<file path="src/rtl/fpga_bootrom_arbiter_if.sv">
// Requester-side bus bundle for the bootrom arbiter: per-master request/address/write-enable
// and per-master grant/response, flattened with master m occupying bit m / bits [32m+31:32m].
interface fpga_bootrom_arbiter_if #(
    parameter int NB_MASTERS = 2
);
    logic [NB_MASTERS-1:0]    req;
    logic [NB_MASTERS*32-1:0] addr;
    logic [NB_MASTERS-1:0]    we;
    logic [NB_MASTERS-1:0]    gnt;
    logic [NB_MASTERS-1:0]    rvalid;
    logic [NB_MASTERS*32-1:0] rdata;
    logic [NB_MASTERS-1:0]    err;

    modport master (
        output req, addr, we,
        input  gnt, rvalid, rdata, err
    );

    modport slave (
        input  req, addr, we,
        output gnt, rvalid, rdata, err
    );
endinterface

</file>
<file path="src/rtl/fpga_bootrom_arbiter.sv">
// Shares the single-port bootrom between NB_MASTERS requesters with a fixed 1-cycle response.
// Define FPGA_BOOTROM_ARB_RR_EN for round-robin arbitration; default is fixed lowest-index priority.
module fpga_bootrom_arbiter #(
    parameter int          NB_MASTERS     = 2,
    parameter int          ROM_ADDR_WIDTH = 10,
    parameter logic [31:0] BASE_ADDR      = 32'h1A000000
) (
    input  logic                      clk,
    input  logic                      rst_n,
    fpga_bootrom_arbiter_if.slave     bus,
    output logic                      rom_cen,
    output logic [ROM_ADDR_WIDTH-1:0] rom_addr,
    input  logic [31:0]               rom_q
);
    localparam int IDW = (NB_MASTERS > 1) ? $clog2(NB_MASTERS) : 1;

    logic [IDW-1:0]            rr_q;
    logic                      gnt_any;
    logic [IDW-1:0]            gnt_id;
    logic [31:0]               gnt_addr;
    logic                      gnt_we;
    logic [31:0]               off;
    logic                      legal;
    logic                      gnt_valid;
    logic                      rom_hit;
    logic [ROM_ADDR_WIDTH-1:0] rom_addr_q;
    logic                      rsp_valid_q;
    logic [IDW-1:0]            rsp_id_q;
    logic                      rsp_err_q;

    // Search starts at rr_q; with rr_q tied to 0 this degenerates to lowest-index priority.
    always_comb begin
        int idx;
        gnt_any = 1'b0;
        gnt_id  = '0;
        idx     = 0;
        for (int i = 0; i < NB_MASTERS; i++) begin
            idx = (int'(rr_q) + i) % NB_MASTERS;
            if (!gnt_any && bus.req[idx]) begin
                gnt_any = 1'b1;
                gnt_id  = IDW'(idx);
            end
        end
    end

    assign gnt_valid = rst_n && gnt_any;
    assign gnt_addr  = bus.addr[32*int'(gnt_id) +: 32];
    assign gnt_we    = bus.we[gnt_id];
    assign off       = gnt_addr - BASE_ADDR;
    // 64-bit compare keeps the window size exact even when 4*ROM_WORDS reaches 2**32.
    assign legal     = !gnt_we && (gnt_addr[1:0] == 2'b00)
                       && ({32'b0, off} < (64'd4 << ROM_ADDR_WIDTH));
    assign rom_hit   = gnt_valid && legal;
    assign rom_cen   = !rom_hit;
    assign rom_addr  = rom_hit ? off[ROM_ADDR_WIDTH+1:2] : rom_addr_q;

    always_comb begin
        bus.gnt = '0;
        if (gnt_valid) bus.gnt[gnt_id] = 1'b1;
    end

`ifdef FPGA_BOOTROM_ARB_RR_EN
    always_ff @(posedge clk or negedge rst_n) begin
        if (!rst_n) begin
            rr_q <= '0;
        end else if (gnt_any) begin
            rr_q <= IDW'((int'(gnt_id) + 1) % NB_MASTERS);
        end
    end
`else
    assign rr_q = '0;
`endif

    always_ff @(posedge clk or negedge rst_n) begin
        if (!rst_n) begin
            rom_addr_q  <= '0;
            rsp_valid_q <= 1'b0;
            rsp_id_q    <= '0;
            rsp_err_q   <= 1'b0;
        end else begin
            rsp_valid_q <= gnt_any;
            rsp_id_q    <= gnt_id;
            rsp_err_q   <= !legal;
            if (rom_hit) rom_addr_q <= off[ROM_ADDR_WIDTH+1:2];
        end
    end

    // Error responses return zero data rather than whatever the ROM last produced.
    always_comb begin
        bus.rvalid = '0;
        bus.err    = '0;
        bus.rdata  = '0;
        for (int m = 0; m < NB_MASTERS; m++) begin
            if (rsp_valid_q && (rsp_id_q == IDW'(m))) begin
                bus.rvalid[m] = 1'b1;
                bus.err[m]    = rsp_err_q;
                if (!rsp_err_q) bus.rdata[32*m +: 32] = rom_q;
            end
        end
    end
endmodule

</file>
<file path="src/flat_wrapper.sv">
// flat-port wrapper written by rule: the top's interface ports become plain ports
module fpga_bootrom_arbiter_flat 
#(
    parameter int          NB_MASTERS     = 2,
    parameter int          ROM_ADDR_WIDTH = 10,
    parameter logic [31:0] BASE_ADDR      = 32'h1A000000
)
  (clk, rst_n, rom_cen, rom_addr, rom_q, bus_req, bus_addr, bus_we, bus_gnt, bus_rvalid, bus_rdata, bus_err);
  fpga_bootrom_arbiter_if #(.NB_MASTERS(NB_MASTERS)) bus_i ();
  input  logic clk;
  input  logic rst_n;
  output logic rom_cen;
  output logic [ROM_ADDR_WIDTH-1:0] rom_addr;
  input  logic [31:0] rom_q;
  input wire logic [$bits(bus_i.req)-1:0] bus_req;
  input wire logic [$bits(bus_i.addr)-1:0] bus_addr;
  input wire logic [$bits(bus_i.we)-1:0] bus_we;
  output wire logic [$bits(bus_i.gnt)-1:0] bus_gnt;
  output wire logic [$bits(bus_i.rvalid)-1:0] bus_rvalid;
  output wire logic [$bits(bus_i.rdata)-1:0] bus_rdata;
  output wire logic [$bits(bus_i.err)-1:0] bus_err;
  assign bus_i.req = bus_req;
  assign bus_i.addr = bus_addr;
  assign bus_i.we = bus_we;
  assign bus_gnt = bus_i.gnt;
  assign bus_rvalid = bus_i.rvalid;
  assign bus_rdata = bus_i.rdata;
  assign bus_err = bus_i.err;
  fpga_bootrom_arbiter #(.NB_MASTERS(NB_MASTERS), .ROM_ADDR_WIDTH(ROM_ADDR_WIDTH), .BASE_ADDR(BASE_ADDR)) u_core (.clk(clk), .rst_n(rst_n), .bus(bus_i), .rom_cen(rom_cen), .rom_addr(rom_addr), .rom_q(rom_q));
endmodule
</file>
<file path="config.mk">
export PLATFORM = sky130hd
export DESIGN_NAME = fpga_bootrom_arbiter_flat
export DESIGN_NICKNAME = d
export VERILOG_FILES = /design/src/rtl/fpga_bootrom_arbiter_if.sv /design/src/rtl/fpga_bootrom_arbiter.sv /design/src/flat_wrapper.sv
export SDC_FILE = /design/constraint.sdc
export NUM_CORES = 1
export LEC_CHECK = 0
export ABC_AREA = 1
export CORE_AREA = 2 2 75 77
export CTS_BUF_LIST = sky130_fd_sc_hd__clkbuf_4 sky130_fd_sc_hd__clkbuf_8
export DETAILED_ROUTE_END_ITERATION = 7
export DIE_AREA = 0 0 77 79
export HOLD_SLACK_MARGIN = 0.06
export PLACE_DENSITY = 0.93
export SYNTH_ARGS = -nofsm -noshare
export SYNTH_HDL_FRONTEND = slang
export SYNTH_SLANG_ARGS = --single-unit
</file>
<file path="constraint.sdc">
create_clock -name clk -period 3.8 [get_ports clk]
set_clock_uncertainty 0.1 [all_clocks]
set_input_delay 0.76 -clock clk [delete_from_list [all_inputs] [get_ports clk]]
set_output_delay 0.76 -clock clk [all_outputs]
set_load 0.02 [all_outputs]
</file>
; ---- After elaboration in Yosys (flattened, before gate mapping)
; Cells that the tools add are included.
[op_classes]
n_shift = 1
n_bitwise = 1
order_cmp = 3
muxes = 16
reduce_logical = 13
addsub = 1
[op_table]
columns = operator, count
row1 = $mux 32, 3
row2 = $shiftx 64x7->32, 1
row3 = $lt 32x13->1 const B, 1
row4 = $sub 32x29->32 const B, 1
row5 = $mux 1, 10
row6 = $mux 10, 1
row7 = $logic_and 1x1->1, 8
row8 = $logic_not 1->1, 4
row9 = $logic_not 2->1, 1
row10 = $lt 1x2->1 const B, 1
row11 = $mux 2, 1
row12 = $demux 1 s1, 1
row13 = $ge 1x1->1 const B, 1
row14 = $not 1->1, 1
[totals]
input_bits = 102
regBits = 13
elab_cells = 39

; ---- Longest topological paths before layout
; Gate-level depths: netlist of the first run.
[depth]
ltp_word = 11
depth_mapped = 15
ltp_nobuf = 12

; ---- Worst setup path after synthesis of the first run
; Ideal clock, no wire load.
[synth_path]
path_type = input -> output
from = input bus_req[0]
to = output rom_addr[0]
n_path_buf = 3
arrival_time_ps = 2358
path_slack_ps = 582
required_time_ps = 2940
cell_stages = 14
cell_sequence = inv_2 -> nand2_2 -> buf_6 -> clkbuf_1 -> mux2i_1 -> ha_1 -> nand3b_1 -> nand2_2 -> nand2_1 -> nor2_2 -> nand3_2 -> buf_6 -> nand2_1 -> nand2_1
[synth_between]
elab_chain_cells = 11
[synth_rtl]
columns = item, line
row1 = from (decl), flat_wrapper.sv:15  ; input wire logic [$bits(bus_i.req)-1:0] bus_req;
row2 = $mux 1 *, fpga_bootrom_arbiter.sv:39  ; if (!gnt_any && bus.req[idx]) begin
row3 = "parallel branches: the longest is 9 deep, another holds $sub 32x29->32", -
row4 = $mux 10 *, -
row5 = to (decl), flat_wrapper.sv:13  ; output logic [ROM_ADDR_WIDTH-1:0] rom_addr;
; Mark *: on every way between the ends. The select of a mux whose other input is x is not followed.

; ---- Final worst setup path of the first run
[layout_path]
from = input bus_req[1]
to = output rom_addr[1]
[layout_between]
elab_chain_cells = 9
[layout_rtl]
columns = item, line
row1 = $logic_and 1x1->1 *, fpga_bootrom_arbiter.sv:39
row2 = "parallel branches: the longest is 7 deep, another holds $sub 32x29->32", -
row3 = $mux 10 *, -
; Marks and branches as above.

==> run summary, run 1 <==
H-tree Lvls = 1
Root Buffer = clkbuf_8
synthesized cell area = 1518 um2
multi-input logic area = 913.4 um2
status = finished clean
Register Area = 326.6 um2
largest net degree at the start of global routing = 66
synthesis-to-layout area growth = 125.1%
Die Area = 6083 um2
Syn Inst Count = 284
Crit. End Element = output pin
clk_lat worst skew = 0.24 ns
pre-CTS WS = -0.2578 ns
number of port buffers = 182
Starting Density = 28.43%
PwrDens = 138.5 nW/um2
slew of the pin with the lowest slew margin = 1.117 ns
fillers = 478
Clk pin slew, worst setup/hold paths = 0.06 ns
proportion of layout cells with a drive suffix above 1 = 7.809%
Num Clock Sinks = 13
total gr overflow = 0
final hold vios = 0
DR iter-0 viols = 54
WP data arrival = 2.76 ns
most common cell after layout, fill and taps aside = clkdlybuf4s50_1
Max IR drop VDD = 0.09578 mV
leakage power = 1.573 nW
commonest cells after routing, fill and taps aside = clkdlybuf4s50_1 (171), nand2_1 (84), nor3_1 (65)
post-route cell area = 3416 um2
routed wire length = 6.636 mm
Ys Warns = 0
Max transition margin = 25.36%
Tcrit/Tclk final = 95.28%
CP Class = in2out
max cap viols = 0
flops & latches, synth = 13
Die H = 79 um
vias in the first global route = 2239
mean post-synth cell area = 5.344 um2
syn nets = 387
ANT cells = 0
CP Launch Type = input pin
sequential fraction of the synthesis area = 21.43%
row cnt = 27
max-slew violations = 0
TritonCTS Buffers = 3
Fmax = 276.2 MHz
via count = 2433
IO Pins = 183
CTS tree = done
nets@finish = 565
Max clock buf depth = 2
dpl hpwl = 5.532 mm
Antenna Nets Post-Route = 0
Placeable Area = 5338 um2
DR pass1 iterations = 4
Global Route Usage Sum = 20.04%
Area after DPL = 3411 um2
Avg WL per Cell = 12.45 um
worst hold path class = reg2reg
first-pass GRT wire length = 10.22 mm
Netlist cell types = 19
DRC violations left = 0
RD Place Congestion = 0.8374
Via density = 4.565
Die Width = 77 um
critical path peak fanout = 10
post-route minimum period = 3.621 ns
setup ws final = 0.1793 ns
antenna violations before repair = 0
endpoints failing setup = 0
RSZ-0062 raised after global routing = false
Req. time, crit path = 2.94 ns
worst paths after layout:
| check | depth (start not counted) | to | slack, ns | start |
|---|---|---|---|---|
| max reg2reg | 2 | u_core.rom_addr_q[8] | 3.07 | u_core.rom_addr_q[8] |
| max | 12 | rom_addr[1] | 0.18 | bus_req[1] |
| min in group asynchronous | 2 | u_core.rom_addr_q[0] | 0.80 | rst_n |
| max in group asynchronous | 2 | u_core.rsp_err_q | 2.63 | rst_n |
| min reg2reg | 2 | u_core.rom_addr_q[2] | 0.39 | u_core.rom_addr_q[2] |
| min | 2 | u_core.rom_addr_q[2] | 0.39 | u_core.rom_addr_q[2] |
flip-flops by register name, indices dropped and copies added (netlist names):
signal              flops
u_core.rom_addr_q      10
u_core.rsp_err_q        1
u_core.rsp_id_q         1
u_core.rsp_valid_q      1
kinds of logic (layout without fill, tap and decap cells):
kind of cell | after synthesis | count (layout) | synth area share, %
multiplexers | 1 | 1 | 0.6595
AO/OA/AOI/OAI | 2 | 2 | 0.6595
buffers and inverters | 70 | 247 | 18.88
adder cells (fa/ha/maj) | 1 | 1 | 0.8243
flip-flops | 13 | 13 | 21.43
AND/OR/NAND/NOR | 197 | 197 | 57.54
area by class of cell:
class,instances,area share (%)
Timing Repair Buffer,192,54.03
Multi-Input combinational cell,201,26.74
Sequential cell,13,9.560
Inverter,51,5.604
Tap cell,72,2.637
Clock buffer,4,1.429
through the flow:
stage	hold slack, ns	std cells	utilization [%]	TNS (ns)	total power, mW
finish	0.3856	533	63.99	0	0.4732
global route	0.4001	533	63.99	0	0.4998
CTS	0.3807	533	64.56	0	0.4746
detailed placement	0.3671	529	63.90	-2.359	0.3443
global placement	0.3561	529	63.90	-1.305	0.3396
floorplan	0.3644	284	-	0	0.2102
worst max-delay path, stage by stage:
cell,delay (ns)
clkdlybuf4s50_1,0.54
nand2_2,0.11
mux2i_1,0.13
ha_1,0.20
nand3b_1,0.17
nand2_2,0.10
nand3_2,0.08
nor2_2,0.10
buf_4,0.18
nand3_1,0.09
nand2_1,0.10
clkbuf_2,0.18
synthesized netlist by cell type (all sizes together):
master / n / area (um2)
nand2: 87 / 334.1
nor3: 65 / 325.3
inv: 51 / 191.4
nor2: 29 / 121.4
nand3: 15 / 85.08
clkbuf: 14 / 52.55
dfrtp: 13 / 325.3
buf: 5 / 42.53
o21ai: 2 / 10.01
ha: 1 / 12.51
mux2i: 1 / 10.01
nand3b: 1 / 7.510
repair_timing:
| action | in CTS | in global routing |
|---|---|---|
| resized for setup | 11 | 21 |
| buffers inserted | 0 | 0 |
| setup endpoints to repair | 11 | 10 |
| pin swaps | 0 | 0 |
| hold buffers | 0 | 0 |
per-layer routing:
metal  part of all wire (%)  vias to the layer above  GRT usage, %
li1                       -                     1230             -
met1                     38                     1072         22.23
met2                     51                      125         39.91
met3                     10                        6         3.864
met4                   0.99                        0         3.393
met5                      0                        -             0
where the power goes:
part	total [mW]	leakage, nW	switching [mW]	internal, mW
Combinational	0.201	1.38	0.0803	0.121
Clock	0.132	0.0262	0.0509	0.0811
Sequential	0.140	0.171	0.000518	0.140
Total	0.473	1.57	0.132	0.341
(Power assumes the default switching activity.)
==> inputs of run 2 (changes only) <==
--- a/config.mk
+++ b/config.mk
@@ -6,6 +6,7 @@
 export NUM_CORES = 1
 export LEC_CHECK = 0
 export ABC_AREA = 1
+export CAP_MARGIN = 30
 export CORE_AREA = 2 2 75 77
 export CTS_BUF_LIST = sky130_fd_sc_hd__clkbuf_4 sky130_fd_sc_hd__clkbuf_8
 export DETAILED_ROUTE_END_ITERATION = 7
==> run summary, run 2 (synthesis results as in run 1) <==
status = finished clean
Die Area = 6083 um2
WP data arrival = 2.75 ns
post-route minimum period = 3.607 ns
CP Class = in2out
max cap viols = 0
first-pass GRT wire length = 10.12 mm
Tcrit/Tclk final = 94.93%
Req. time, crit path = 2.94 ns
Placeable Area = 5338 um2
slew of the pin with the lowest slew margin = 1.042 ns
row cnt = 27
critical path peak fanout = 10
WL met3 = 659 um
Avg WL per Cell = 12.31 um
via count = 2433
antenna violations before repair = 0
wire length on met1 = 2.379 mm
Clk pin slew, worst setup/hold paths = 0.05 ns
CTS tree = done
Finished Layout Cells = 534
Via density = 4.556
setup ws final = 0.1928 ns
dpl hpwl = 5.556 mm
Pwr Total = 0.4720 mW
DR pass1 iterations = 4
Max transition margin = 30.54%
DR iter-0 viols = 49
top routing layer in use = met4
leakage power = 1.586 nW
RD Place Congestion = 0.8374
DRC violations left = 0
CP Launch Type = input pin
Antenna Nets Post-Route = 0
ANT cells = 0
endpoints failing setup = 0
most common cell after layout, fill and taps aside = clkdlybuf4s50_1
Starting Density = 28.43%
DR WL met2 = 3.502 mm
IO Pins = 183
Max clock buf depth = 2
clk_lat worst skew = 0.24 ns
Fmax = 277.2 MHz
Setup TNS Final = 0 ns
commonest cells after routing, fill and taps aside = clkdlybuf4s50_1 (171), nand2_1 (84), nor3_1 (65)
Num Clock Sinks = 13
Largest register FFs = 10
synthesis-to-layout area growth = 126.9%
proportion of layout cells with a drive suffix above 1 = 8.009%
largest net degree at the start of global routing = 66
Global Route Usage Sum = 19.98%
H-tree Lvls = 1
cts hold-fix bufs = 0
nets@finish = 566
Placed Cells incl. Taps = 530
Die H = 79 um
PwrDens = 137.1 nW/um2
Crit. End Element = output pin
final hold vios = 0
Die Width = 77 um
RSZ-0062 raised after global routing = false
Post-CTS Setup Bufs = 0
total gr overflow = 0
pre-CTS WS = -0.2462 ns
TritonCTS Buffers = 3
worst hold path class = reg2reg
post-layout util = 64.51%
Root Buffer = clkbuf_8
routed wire length = 6.571 mm
max-slew violations = 0
number of port buffers = 182
Max IR drop VDD = 0.1001 mV
vias in the first global route = 2249
Top reg by flops = u_core.rom_addr_q
-- run 2: cell type report --
| type | instances | area, um2 |
|---|---|---|
| clock buffer | 4 | 48.80 |
| multi-input combinational | 201 | 913.4 |
| tap | 72 | 90.09 |
| timing repair buffer | 193 | 1873 |
| sequential | 13 | 326.6 |
| inverter | 51 | 191.4 |
| fill | 490 | 1894 |
-- run 2: stage by stage --
step / area [um2] / hold WS, ns
global route: 3443 / 0.4000
CTS: 3473 / 0.3776
detailed placement: 3438 / 0.3678
finish: 3443 / 0.3823
floorplan: 1518 / 0.3644
global placement: 3411 / 0.3561
-- run 2: path summary, 6_finish.rpt --
kind / start / to / slack, ns / depth (start not counted)
min in group asynchronous: rst_n / u_core.rom_addr_q[8] / 0.80 / 2
worst min register to register: u_core.rom_addr_q[2] / u_core.rom_addr_q[2] / 0.38 / 2
max in group asynchronous: rst_n / u_core.rsp_err_q / 2.63 / 2
worst max-delay path: bus_req[1] / rom_addr[0] / 0.19 / 12
worst min-delay path: u_core.rom_addr_q[2] / u_core.rom_addr_q[2] / 0.38 / 2
worst max register to register: u_core.rom_addr_q[8] / u_core.rom_addr_q[8] / 3.06 / 2
-- run 2: worst max-delay path, stage by stage --
cell	delay [ns]
clkdlybuf4s50_1	0.54
nand2_2	0.11
mux2i_1	0.13
ha_1	0.20
nand3b_1	0.17
nand2_2	0.10
nand3_2	0.08
nor2_2	0.10
buf_4	0.17
nand3_1	0.10
nand2_1	0.11
clkbuf_2	0.17
-- run 2: power breakdown --
part           internal, mW  switching (mW)  leakage, nW  total [mW]
clock                0.0810          0.0469       0.0262       0.128
sequential            0.140        0.000520        0.171       0.140
combinational         0.124          0.0804         1.39       0.204
total                 0.344           0.128         1.59       0.472
-- run 2: layer usage --
layer | global-route usage [%] | up-vias
li1 | - | 1231
met5 | 0 | -
met2 | 40.88 | 129
met4 | 3.571 | 0
met3 | 4.205 | 4
met1 | 21.00 | 1069
-- run 2: repair_timing --
| item | CTS | global route |
|---|---|---|
| setup endpoints to repair | 11 | 10 |
| pin swaps | 0 | 0 |
| resized for setup | 11 | 21 |
